$ cat config.mk
export PLATFORM = sky130hd
export DESIGN_NAME = writeback_regfile
export DESIGN_NICKNAME = d
export VERILOG_FILES = /design/src/rtl/writeback_regfile_pkg.sv /design/src/rtl/writeback_regfile_gpr_file.sv /design/src/rtl/writeback_regfile.sv
export SDC_FILE = /design/constraint.sdc
export NUM_CORES = 2
export LEC_CHECK = 0
export ABC_AREA = 0
export CAP_MARGIN = 10
export CORE_ASPECT_RATIO = 1.25
export CORE_UTILIZATION = 36
export CTS_BUF_LIST = sky130_fd_sc_hd__clkbuf_8
export DETAILED_ROUTE_END_ITERATION = 10
export PLACE_DENSITY = 0.55
export SLEW_MARGIN = 25
export SYNTH_ARGS = -nofsm -noshare
export SYNTH_HDL_FRONTEND = slang
export SYNTH_SLANG_ARGS = --single-unit
$ cat constraint.sdc
create_clock -name CLK -period 3.4 [get_ports CLK]
set_clock_uncertainty 0.2 [all_clocks]
set_input_delay 0.68 -clock CLK [delete_from_list [all_inputs] [get_ports CLK]]
set_output_delay 0.68 -clock CLK [all_outputs]
set_load 0.02 [all_outputs]
$ cat src/rtl/writeback_regfile_pkg.sv
`default_nettype none
// ============================================================================
// Module   : writeback_regfile_pkg
// Purpose  : Shared constants and types for the writeback / register file
//            slice: data width, register count, index width, FSM state
//            encoding and the {rd, value} request record used both for the
//            skid entry and for the commit bus.
// Revision : 1.0 - initial release
// ============================================================================
package writeback_regfile_pkg;

    localparam int BIN_DIG    = 32;
    localparam int REG_NUM    = 32;
    localparam int REG_ADDR_W = 5;

    typedef enum logic [0:0] {
        IDLE = 1'b0,
        HOLD = 1'b1
    } wb_state_t;

    typedef struct packed {
        logic [REG_ADDR_W-1:0] rd;
        logic [BIN_DIG-1:0]    value;
    } wb_req_t;

endpackage : writeback_regfile_pkg
`default_nettype wire

$ cat src/rtl/writeback_regfile_gpr_file.sv
`default_nettype none
// ============================================================================
// Module   : gpr_file
// Purpose  : 32-entry general register file with one write port and two
//            combinational read ports. Index 0 is hard-wired to zero; a read
//            of the index being written this cycle returns the write data.
// Ports    : clk, rst_n (sync, active-low, clears every register)
//            i_we / i_wr        - write enable and {rd, value} (rd != 0)
//            i_rs1_addr/o_rs1_data, i_rs2_addr/o_rs2_data - read ports
// Revision : 1.0 - initial release
// ============================================================================
module gpr_file
    import writeback_regfile_pkg::*;
(
    input  logic                  clk,
    input  logic                  rst_n,
    input  logic                  i_we,
    input  wb_req_t               i_wr,
    input  logic [REG_ADDR_W-1:0] i_rs1_addr,
    output logic [BIN_DIG-1:0]    o_rs1_data,
    input  logic [REG_ADDR_W-1:0] i_rs2_addr,
    output logic [BIN_DIG-1:0]    o_rs2_data
);

    logic [BIN_DIG-1:0] r_regs [REG_NUM];

    always_ff @(posedge clk) begin
        if (!rst_n) begin
            for (int i = 0; i < REG_NUM; i++) begin
                r_regs[i] <= '0;
            end
        end else if (i_we) begin
            r_regs[i_wr.rd] <= i_wr.value;
        end
    end

    // The caller never asserts i_we for rd 0, so the bypass compare needs
    // no extra x0 qualification; the explicit zero check covers storage.
    always_comb begin
        o_rs1_data = r_regs[i_rs1_addr];
        if (i_rs1_addr == '0) begin
            o_rs1_data = '0;
        end else if (i_we && (i_rs1_addr == i_wr.rd)) begin
            o_rs1_data = i_wr.value;
        end
    end

    always_comb begin
        o_rs2_data = r_regs[i_rs2_addr];
        if (i_rs2_addr == '0) begin
            o_rs2_data = '0;
        end else if (i_we && (i_rs2_addr == i_wr.rd)) begin
            o_rs2_data = i_wr.value;
        end
    end

endmodule : gpr_file
`default_nettype wire

$ cat src/rtl/writeback_regfile.sv
`default_nettype none
// ============================================================================
// Module   : writeback_regfile
// Purpose  : Final pipeline stage. Arbitrates load (mem) and execute (ex)
//            result writes, defers the ex write by one cycle through a
//            single-entry skid buffer when both arrive together (the load is
//            older and wins), and commits one result per cycle into gpr_file.
// Ports    : CLK, RST_N (sync, active-low)
//            ex_valid/ex_rd/ex_value/ex_ready     - execute result handshake
//            mem_valid/mem_rd/mem_value/mem_ready - load result handshake
//            rs1_addr/rs1_data, rs2_addr/rs2_data - bypassed read ports
//            wb_valid/wb_rd/wb_value              - registered commit report
//            retire_cnt                           - non-x0 commit counter
// Config   : WB_RETIRE_COUNT_EN - when defined, retire_cnt is a wrapping
//            32-bit counter; otherwise it is tied to zero.
// Revision : 1.0 - initial release
// ============================================================================
module writeback_regfile
    import writeback_regfile_pkg::*;
(
    input  logic                  CLK,
    input  logic                  RST_N,
    input  logic                  ex_valid,
    input  logic [REG_ADDR_W-1:0] ex_rd,
    input  logic [BIN_DIG-1:0]    ex_value,
    output logic                  ex_ready,
    input  logic                  mem_valid,
    input  logic [REG_ADDR_W-1:0] mem_rd,
    input  logic [BIN_DIG-1:0]    mem_value,
    output logic                  mem_ready,
    input  logic [REG_ADDR_W-1:0] rs1_addr,
    output logic [BIN_DIG-1:0]    rs1_data,
    input  logic [REG_ADDR_W-1:0] rs2_addr,
    output logic [BIN_DIG-1:0]    rs2_data,
    output logic                  wb_valid,
    output logic [REG_ADDR_W-1:0] wb_rd,
    output logic [BIN_DIG-1:0]    wb_value,
    output logic [31:0]           retire_cnt
);

    wb_state_t             r_state;
    wb_req_t               r_skid;
    logic                  r_wb_valid;
    logic [REG_ADDR_W-1:0] r_wb_rd;
    logic [BIN_DIG-1:0]    r_wb_value;

    logic                  w_commit_valid;
    wb_req_t               w_commit;
    logic                  w_skid_load;
    logic                  w_we;

    // Commit selection: in IDLE the load has priority and a simultaneous ex
    // result is parked in the skid buffer; in HOLD the parked entry commits.
    always_comb begin
        w_commit_valid = 1'b0;
        w_commit       = '0;
        w_skid_load    = 1'b0;
        case (r_state)
            IDLE: begin
                if (mem_valid) begin
                    w_commit_valid = 1'b1;
                    w_commit.rd    = mem_rd;
                    w_commit.value = mem_value;
                    w_skid_load    = ex_valid;
                end else if (ex_valid) begin
                    w_commit_valid = 1'b1;
                    w_commit.rd    = ex_rd;
                    w_commit.value = ex_value;
                end
            end
            HOLD: begin
                w_commit_valid = 1'b1;
                w_commit       = r_skid;
            end
            default: begin
                w_commit_valid = 1'b0;
            end
        endcase
    end

    // x0 commits are dropped entirely: no write, no report, no count.
    assign w_we      = w_commit_valid && (w_commit.rd != '0);
    assign ex_ready  = (r_state == IDLE);
    assign mem_ready = (r_state == IDLE);

    always_ff @(posedge CLK) begin
        if (!RST_N) begin
            r_state    <= IDLE;
            r_skid     <= '0;
            r_wb_valid <= 1'b0;
            r_wb_rd    <= '0;
            r_wb_value <= '0;
        end else begin
            case (r_state)
                IDLE: begin
                    if (w_skid_load) begin
                        r_state      <= HOLD;
                        r_skid.rd    <= ex_rd;
                        r_skid.value <= ex_value;
                    end
                end
                HOLD: begin
                    r_state <= IDLE;
                end
                default: begin
                    r_state <= IDLE;
                end
            endcase
            r_wb_valid <= w_we;
            if (w_we) begin
                r_wb_rd    <= w_commit.rd;
                r_wb_value <= w_commit.value;
            end
        end
    end

    assign wb_valid = r_wb_valid;
    assign wb_rd    = r_wb_rd;
    assign wb_value = r_wb_value;

`ifdef WB_RETIRE_COUNT_EN
    logic [31:0] r_retire_cnt;

    always_ff @(posedge CLK) begin
        if (!RST_N) begin
            r_retire_cnt <= '0;
        end else if (w_we) begin
            r_retire_cnt <= r_retire_cnt + 32'd1;
        end
    end

    assign retire_cnt = r_retire_cnt;
`else
    assign retire_cnt = '0;
`endif

    gpr_file u_gpr_file (
        .clk        (CLK),
        .rst_n      (RST_N),
        .i_we       (w_we),
        .i_wr       (w_commit),
        .i_rs1_addr (rs1_addr),
        .o_rs1_data (rs1_data),
        .i_rs2_addr (rs2_addr),
        .o_rs2_data (rs2_data)
    );

endmodule : writeback_regfile
`default_nettype wire

Word level (Yosys, flattened, before mapping)

Memory sizes are Yosys's and may differ from the RTL's.
Index checks and enable logic that the tools add are counted.

Bits in registers: 76
Memory bits (writable): 1024
Bits of input ports: 88
Word-level logic and storage cells: 39
Memories: 1

Equality and inequality tests: 2
Muxes and demuxes: 21
Bitwise gates (word level): 1
Reductions and logical operators: 8

Memories:

| memory            | depth | width | read ports | clocked after Yosys merged registers in | write ports | line                             | source |
|---|---|---|---|---|---|---|---|
| u_gpr_file.r_regs | 32    | 32    | 2          | 0                                       | 32          | writeback_regfile_gpr_file.sv:25 | `logic [BIN_DIG-1:0] r_regs [REG_NUM];` |

Operators by type and width:

| cell                                | number |
|---|---|
| 2-to-1 mux 32 bit                   | 5 |
| 2-to-1 mux 37 bit                   | 2 |
| one-hot mux 37 bit (2 select lines) | 1 |
| OR reduction 32 bit                 | 1 |
| equality test 5 bit                 | 2 |
| logical NOT 5 bit                   | 2 |
| 2-to-1 mux 1 bit                    | 10 |
| 2-to-1 mux 5 bit                    | 1 |
| nonzero test 5 bit                  | 1 |
| one-hot mux 1 bit (2 select lines)  | 2 |
| logical AND 1 bit                   | 3 |
| AND reduction 2 bit                 | 1 |
| NOT 1 bit                           | 1 |

Longest topological paths before layout

Word-level depth: 10
Depth in mapped cells: 11

Hierarchy

Synthesis repeated with hierarchy kept, for this count alone.

Cell total of the unflattened synthesis: 4367
Area, all modules: 59220.5 um^2

By module, submodules not included:

| module            | instances | cells an instance | area an instance (um^2) | seq. area each (um^2) |
|---|---|---|---|---|
| gpr_file          | 1         | 3838              | 55223.0                 | 30749.5 |
| writeback_regfile | 1         | 529               | 3997.6                  | 1521.5 |

Least setup slack after synthesis

No wires, ideal clock.

Path type: input to output
Start: input mem_valid
End: output rs2_data[10]
Arrival: 3014 ps
Data required time: 2520 ps
Setup slack: -494 ps
Stages on the path: 10
Path buffers: 4
Cells stage by stage: buf_2 nand3b_2 a31oi_4 nor3_2 and3_1 buf_2 or4_1 buf_2 buf_6 o21ai_0

Longest elaborated chain between the ends: 7
Elaborated cells on any way between the ends: 10
Classes of those cells: eq/ne: 1; mux: 6; reduce/logical: 3

RTL lines:

| element                             | line                             | source |
|---|---|---|
| start: declaration                  | writeback_regfile.sv:27          | `input logic mem_valid,` |
| 2-to-1 mux 37 bit                   | writeback_regfile.sv:60          | `if (mem_valid) begin` |
| one-hot mux 37 bit (2 select lines) | writeback_regfile.sv:58          | `case (r_state)` |
| nonzero test 5 bit                  | writeback_regfile.sv:82          | `assign w_we = w_commit_valid && (w_commit.rd != '0);` |
| logical AND 1 bit                   | writeback_regfile.sv:82          |  |
| logical AND 1 bit                   | writeback_regfile_gpr_file.sv:52 | `end else if (i_we && (i_rs2_addr == i_wr.rd)) begin` |
| 2-to-1 mux 32 bit (*)               | writeback_regfile_gpr_file.sv:52 |  |
| 2-to-1 mux 32 bit (*)               | writeback_regfile_gpr_file.sv:50 | `if (i_rs2_addr == '0) begin` |
| end: declaration                    | writeback_regfile.sv:34          | `output logic [BIN_DIG-1:0] rs2_data,` |

Every way passes the cells marked *; elsewhere a longest branch is shown, timed or not.

Worst setup path after layout

Start: input ex_valid
End: output rs2_data[27]

Longest elaborated chain between the ends: 8
Elaborated cells on any way between the ends: 12
Classes of those cells: eq/ne: 1; mux: 8; reduce/logical: 3

RTL lines:

| element                             | line                             | source |
|---|---|---|
| start: declaration                  | writeback_regfile.sv:23          | `input logic ex_valid,` |
| 2-to-1 mux 37 bit                   | writeback_regfile.sv:65          | `end else if (ex_valid) begin` |
| 2-to-1 mux 37 bit                   | writeback_regfile.sv:60          |  |
| one-hot mux 37 bit (2 select lines) | writeback_regfile.sv:58          |  |
| nonzero test 5 bit                  | writeback_regfile.sv:82          |  |
| logical AND 1 bit                   | writeback_regfile.sv:82          |  |
| logical AND 1 bit                   | writeback_regfile_gpr_file.sv:52 |  |
| 2-to-1 mux 32 bit (*)               | writeback_regfile_gpr_file.sv:52 |  |
| 2-to-1 mux 32 bit (*)               | writeback_regfile_gpr_file.sv:50 |  |

Marked as above.

==> key figures <==
CTS
  – CTS Buffer Depth: 3
  – CTS tree: built
  – CTS H-tree depth: 4
  – Clk sinks: 1,100
  – Worst-skew pair later-pin latency: 0.95 ns
  – Clk pin slew, worst setup/hold paths: 0.07 ns
  – Number of CTS-inserted buffers: 188
  – Root buffer cell: clkbuf_8

Placement
  – Routability congestion estimate: 0.954
  – Port bufs: 191
  – DP Cell Count: 6,943
  – HPWL after DPL: 161 mm

Cells and area
  – Fin cells: 7,321
  – Nets: 5,212
  – Share of layout cells above drive strength 1: 33.2%
  – Util after Layout: 46.2%
  – Synthesis-to-finish area growth: 27.6%

Setup path
  – R2R cell count: 7
  – Crit-path slowest cell: or4_4
  – Critical path depth: 12
  – Worst EP arrival: 3.64 ns
  – Critical path class: primary input to output pin
  – Bufs and invs on worst path: 6
  – CP startpoint kind: primary input
  – Nature of the critical path endpoint: output pin
  – Crit-path most repeated cell: buf_4
  – Delay-heaviest family, CP: buffers and inverters
  – Worst EP required: 2.52 ns
  – CP max FO: 6
  – Critical path cell sequence: clkdlybuf4s50_1 -> buf_4 -> nand3b_2 -> buf_4 -> a31oi_4 -> nor3_4 -> and3_2 -> or4_4 -> buf_12 -> buf_8 -> o31ai_4 -> buf_6
  – Critical Path Max Stage Delay: 0.70 ns

Floorplan
  – Initial Util: 36.2%
  – Placement row count: 162
  – I/O pin cnt: 224
  – Die ar.: 0.158 mm^2
  – Die width: 356 um
  – Die Span Y: 445 um
  – Core Area: 0.156 mm^2

STA
  – Count of final max-slew check failures: 0
  – Final setup violation count: 64
  – Worst-Margin Slew: 0.804 ns
  – Min Tclk post-route: 4.52 ns
  – Final worst-path cycle share: 133%
  – Rel. slew slack: 45.9%
  – Final Hold Vio Count: 0
  – Worst setup margin: -1.12 ns
  – RSZ-0062 raised after global routing: yes
  – Max Fclk: 0.221 GHz

Drt
  – DR pass1 iterations: 9
  – First DRT Iteration DRCs: 5,361
  – Vias per cell: 5.95
  – Via count: 43,500
  – Final WL: 233 mm
  – Post-route ant nets: 0
  – Drt drc: 28
  – Drt wl/cell: 31.8 um

Synth
  – Ys flop type: edfxtp_1
  – Ys Warns: 0
  – Seq cells post-synth: 1,100
  – Async set-reset flop share out of synthesis: 0%
  – Number of flops mapped to enable cells by yosys: 1,024
  – Post-synth top area share: 54.5%
  – Syn Std Cell Area: 0.0565 mm^2
  – Sequential share of the synthesized area: 57.2%
  – Most numerous cell in the Yosys netlist: nor2_1
  – Area leader, netlist: edfxtp_1
  – Synth top area cells: edfxtp_1 54%, mux4_2 17%, nor2_1 7.6%
  – Unique masters post-synth: 64
  – Most instantiated cells after synthesis: 1,149 x nor2_1, 1,024 x edfxtp_1, 415 x mux4_2
  – Synthesized area per cell: 12.8 um^2
  – Synthesized netlist cell count: 4,420

Hold path
  – WHS Path Cells: 3
  – Hold crit path type: primary input to flip-flop

GRT
  – Initial antenna violation count: 2
  – Grt total ovfl: 0
  – Largest net degree at the start of global routing: 97
  – Vias in the first global route: 43,500
  – Gr usage total: 29.2%
  – First-pass GRT wire length: 325 mm

Power and ir drop
  – Static Leak: 26.4 nW
  – PD cells: 465 mW/mm^2
  – Maximum vdd ir drop: 0.392 mV

Status
  – Status: finished, violations left
  – Failing checks: DRC, setup timing

Job
  – Max Cap Viol: 0
power by group:
group | internal (mW) | total [mW] | switching [mW]
clock | 5.44 | 11.2 | 5.72
combinational | 2.80 | 6.56 | 3.76
sequential | 15.4 | 15.8 | 0.345
layout make-up:
class,instances,area (um^2)
Antenna cell,2,5.00
Clock inverter,144,713
Inverter,12,55.1
Clock buffer,191,2630
Tap cell,2050,2560
Multi-Input combinational cell,2892,24000
Sequential cell,1100,32300
Fill cell,13900,83800
Timing Repair Buffer,930,9830
per-stage QoR:
stage | hold slack, ns | setup TNS [ns] | area [um^2] | worst slack (ns) | total power, mW
global route | 0.132 | -63.44 | 72100 | -1.16 | 34.4
floorplan | 0.237 | -4.05 | 57900 | -0.187 | 19.1
CTS | 0.0686 | -59.74 | 71900 | -1.13 | 33.5
finish | 0.123 | -59.87 | 72100 | -1.12 | 33.5
detailed placement | 0.255 | -102.45 | 67800 | -1.29 | 22.3
global placement | 0.243 | -93.88 | 67800 | -1.32 | 22.2
layer usage:
layer | share of wire, % | global-route usage (%) | vias to the layer above
met3 | 9.4 | 5.76 | 562
met4 | 6.8 | 18.3 | 0
met5 | 0 | 0 | -
met2 | 48 | 46.8 | 2573
met1 | 36 | 36.0 | 22500
li1 | - | - | 17900
tightest hold or removal path: stages:
cell	delay [ns]
clkdlybuf4s50_1	0.42
nand2_1	0.08
a21oi_1	0.05
cell usage in the layout (no fill, tap or decap), types with 19 or more instances in the layout:
master and n:
a211oi_1 36, nand2_2 60, nor2b_1 21, o21a_1 20
inv_1 69, clkbuf_8 191, clkinv_2 24, nor2_1 1148
buf_12 167, conb_1 64, clkinv_1 44, a221oi_1 36
mux2_2 56, buf_6 82, edfxtp_1 1024, clkdlybuf4s50_1 117
or2_4 20, buf_4 545, o21ai_0 54, nand2_1 202
dfxtp_1 75, a22oi_1 66, mux4_2 415, o22ai_4 19
o22ai_1 92, a21oi_1 106, mux2i_1 201, a21oi_4 51
cells by family (layout without fill, tap and decap cells):
family	Yosys count	in the layout	synth area share (%)
AOI/OAI and AO/OA	569	569	6.59
buffers and inverters	491	1277	3.71
and+or+nand+nor	1582	1582	11.2
other	1	66	0.00664
muxes	672	672	21.2
xor gates and xnor gates	5	5	0.0776
DFF	1100	1100	57.2
registers in the layout, summed over array words and instances, names as in the netlist:
name,count
r_state,1
u_gpr_file.r_regs,1024
wb_rd,5
wb_valid,1
r_skid,37
wb_value,32
what timing repair did:
item / CTS / global route
setup buffers: 33 / 8
endpoints found under the hold margin: 6 / 0
resized for setup: 393 / 24
endpoints found under the setup margin: 64 / 64
hold buffers: 1 / 0
cloned: 3 / 1
pin swaps: 37 / 9
final timing paths:
| path | from | endpoint | slack [ns] |
|---|---|---|---|
| setup / recovery | ex_valid | rs2_data[27] | -1.12 |
| hold / removal | ex_rd[3] | r_skid[35] | 0.12 |
| setup reg to reg | r_state | u_gpr_file.r_regs[30][24] | 0.37 |
| hold reg to reg | wb_rd[0] | wb_rd[0] | 0.26 |
(Power assumes the default switching activity.)
==> variant: new RTL, same flow settings <==
Build with the macro `WB_RETIRE_COUNT_EN` defined.
--- a/src/rtl/writeback_regfile.sv
+++ b/src/rtl/writeback_regfile.sv
@@ -15,6 +15,8 @@
 //            32-bit counter; otherwise it is tied to zero.
 // Revision : 1.0 - initial release
 // ============================================================================
+`define WB_RETIRE_COUNT_EN
+
 module writeback_regfile
     import writeback_regfile_pkg::*;
 (
Check against the original RTL: not settled (the Yosys comparison gave no result); the edit may change what the design does.
==> variant against the unedited design <==
Synthesized cell count rose by 5.6%; first-iteration DRC count rose by 6.0%; worst setup slack improved by 0.23 ns; highest routed layer is now met5; the run ends with negative setup slack left; largest cell class unchanged; wire length rose by 9.3%; sequential cell count rose by 32; sequential share of layout area fell by 0.72 points; total power rose by 2.6%; synthesized area rose by 4.1%; critical endpoint is now rs1_data[22]; critical path type is now reg2out; design area rose by 3.6%.
==> variant: results (changes against the unedited design) <==
The number of CTS-inserted buffers was 183 (was 188); the weighted congestion reported at the end of routability-driven placement was 0.985 (was 0.954). Highest metal layer with signal wires: met5 (was met4). Top cells by area in the synthesized netlist: sky130_fd_sc_hd__edfxtp_1, sky130_fd_sc_hd__mux4_2, sky130_fd_sc_hd__nor2_1 (unchanged). The cell total after placement was 7380 (was 6943).

The kind of cell adding the most delay to the critical path is multiplexers (was buffers and inverters). For the net count of the finished layout, the log shows 5513 (was 5212). Capturing instance or port of the critical path: rs1_data[22] (was rs2_data[27]). The run finished, with violations left.

The tools report the critical hold path startpoint as ex_rd[4] (was ex_rd[3]). The final critical-path setup slack is -0.899 ns (was -1.12 ns), and the met2 wirelength from detailed routing is 118 mm (was 111 mm). The hold slack came out at 0.128 ns (was 0.123 ns). The fraction of layout instances using a drive strength above 1 is 0.325 (was 0.332), and the synthesized area per cell is 12.6 sq um (was 12.8 sq um).

The instance area at placement was 70000 sq um (was 67800 sq um). The logs give 0.0344 W (was 0.0335 W) for the total design power and 10 (was 2) for the number of antenna violations at the first check in global routing. Final setup violation count: 64 (unchanged). For the global-route met3 utilization, the log shows 0.0711 (was 0.0576).

Slowest cell on the critical path: sky130_fd_sc_hd__mux4_2 (was sky130_fd_sc_hd__or4_4). The logs give 273 (was 393) for the number of gates given a new drive strength after cts and 16 (was 33) for the number of post-CTS setup repair buffers. For the maximum number of pins on one net before global-route repair, the log shows 140 (was 97). The via count of the first global-routing pass is 45929 (was 43451), and the number of port buffers is 223 (was 191). The setup slack on the worst flop-to-flop path was 0.39 ns (was 0.37 ns); the number of design-rule violations left by the first detailed-router iteration was 5680 (was 5361). The tools report the data arrival time of the critical path as 3.42 ns (was 3.64 ns). The run gives 0.487 (was 0.468) as the met2 track utilization from global routing. The met1 layer usage reported by global route is 0.363 (was 0.360). Worst slew margin relative to its limit: 0.424 (was 0.459). For the total detailed-routing wirelength, the log shows 254 mm (was 233 mm).

The tools report the total routing usage reported by global routing as 0.306 (was 0.292). Violated checks: negative setup slack (was design-rule violations, negative setup slack). The logs give 90.2 mm (was 84.1 mm) for the post-route met1 wirelength and 69 (was 64) for the distinct cell type count of the synthesized netlist.
## variant: changes by cell type in the layout (fill, tap and decap cells not counted), moves of 40 or more
cell	change
sky130_fd_sc_hd__a21oi_4	-40
sky130_fd_sc_hd__mux2i_1	+68
sky130_fd_sc_hd__mux2_2	+90
sky130_fd_sc_hd__mux4_2	-45
sky130_fd_sc_hd__buf_4	+54
## variant: kinds of logic after synthesis
group                      Yosys count  share of synthesized area
and+or+nand+nor                   1629                      0.113
adders and majority gates            1                   0.000213
AOI/OAI and AO/OA                  608                     0.0709
other                                1                  0.0000638
buffers and inverters              476                     0.0349
muxes                              786                      0.216
xor gates and xnor gates            33                    0.00492
DFF                               1132                      0.560
## variant: cell type report
cell class	instances	area (sq um)
flip-flops and latches	1132	32900
clock inverters	139	782
inverters	8	45.0
clock buffers	191	2630
multi-input cells	3089	24900
repair buffers	1010	10700
diodes	4	10.0
fillers	14767	87200
well taps	2171	2720
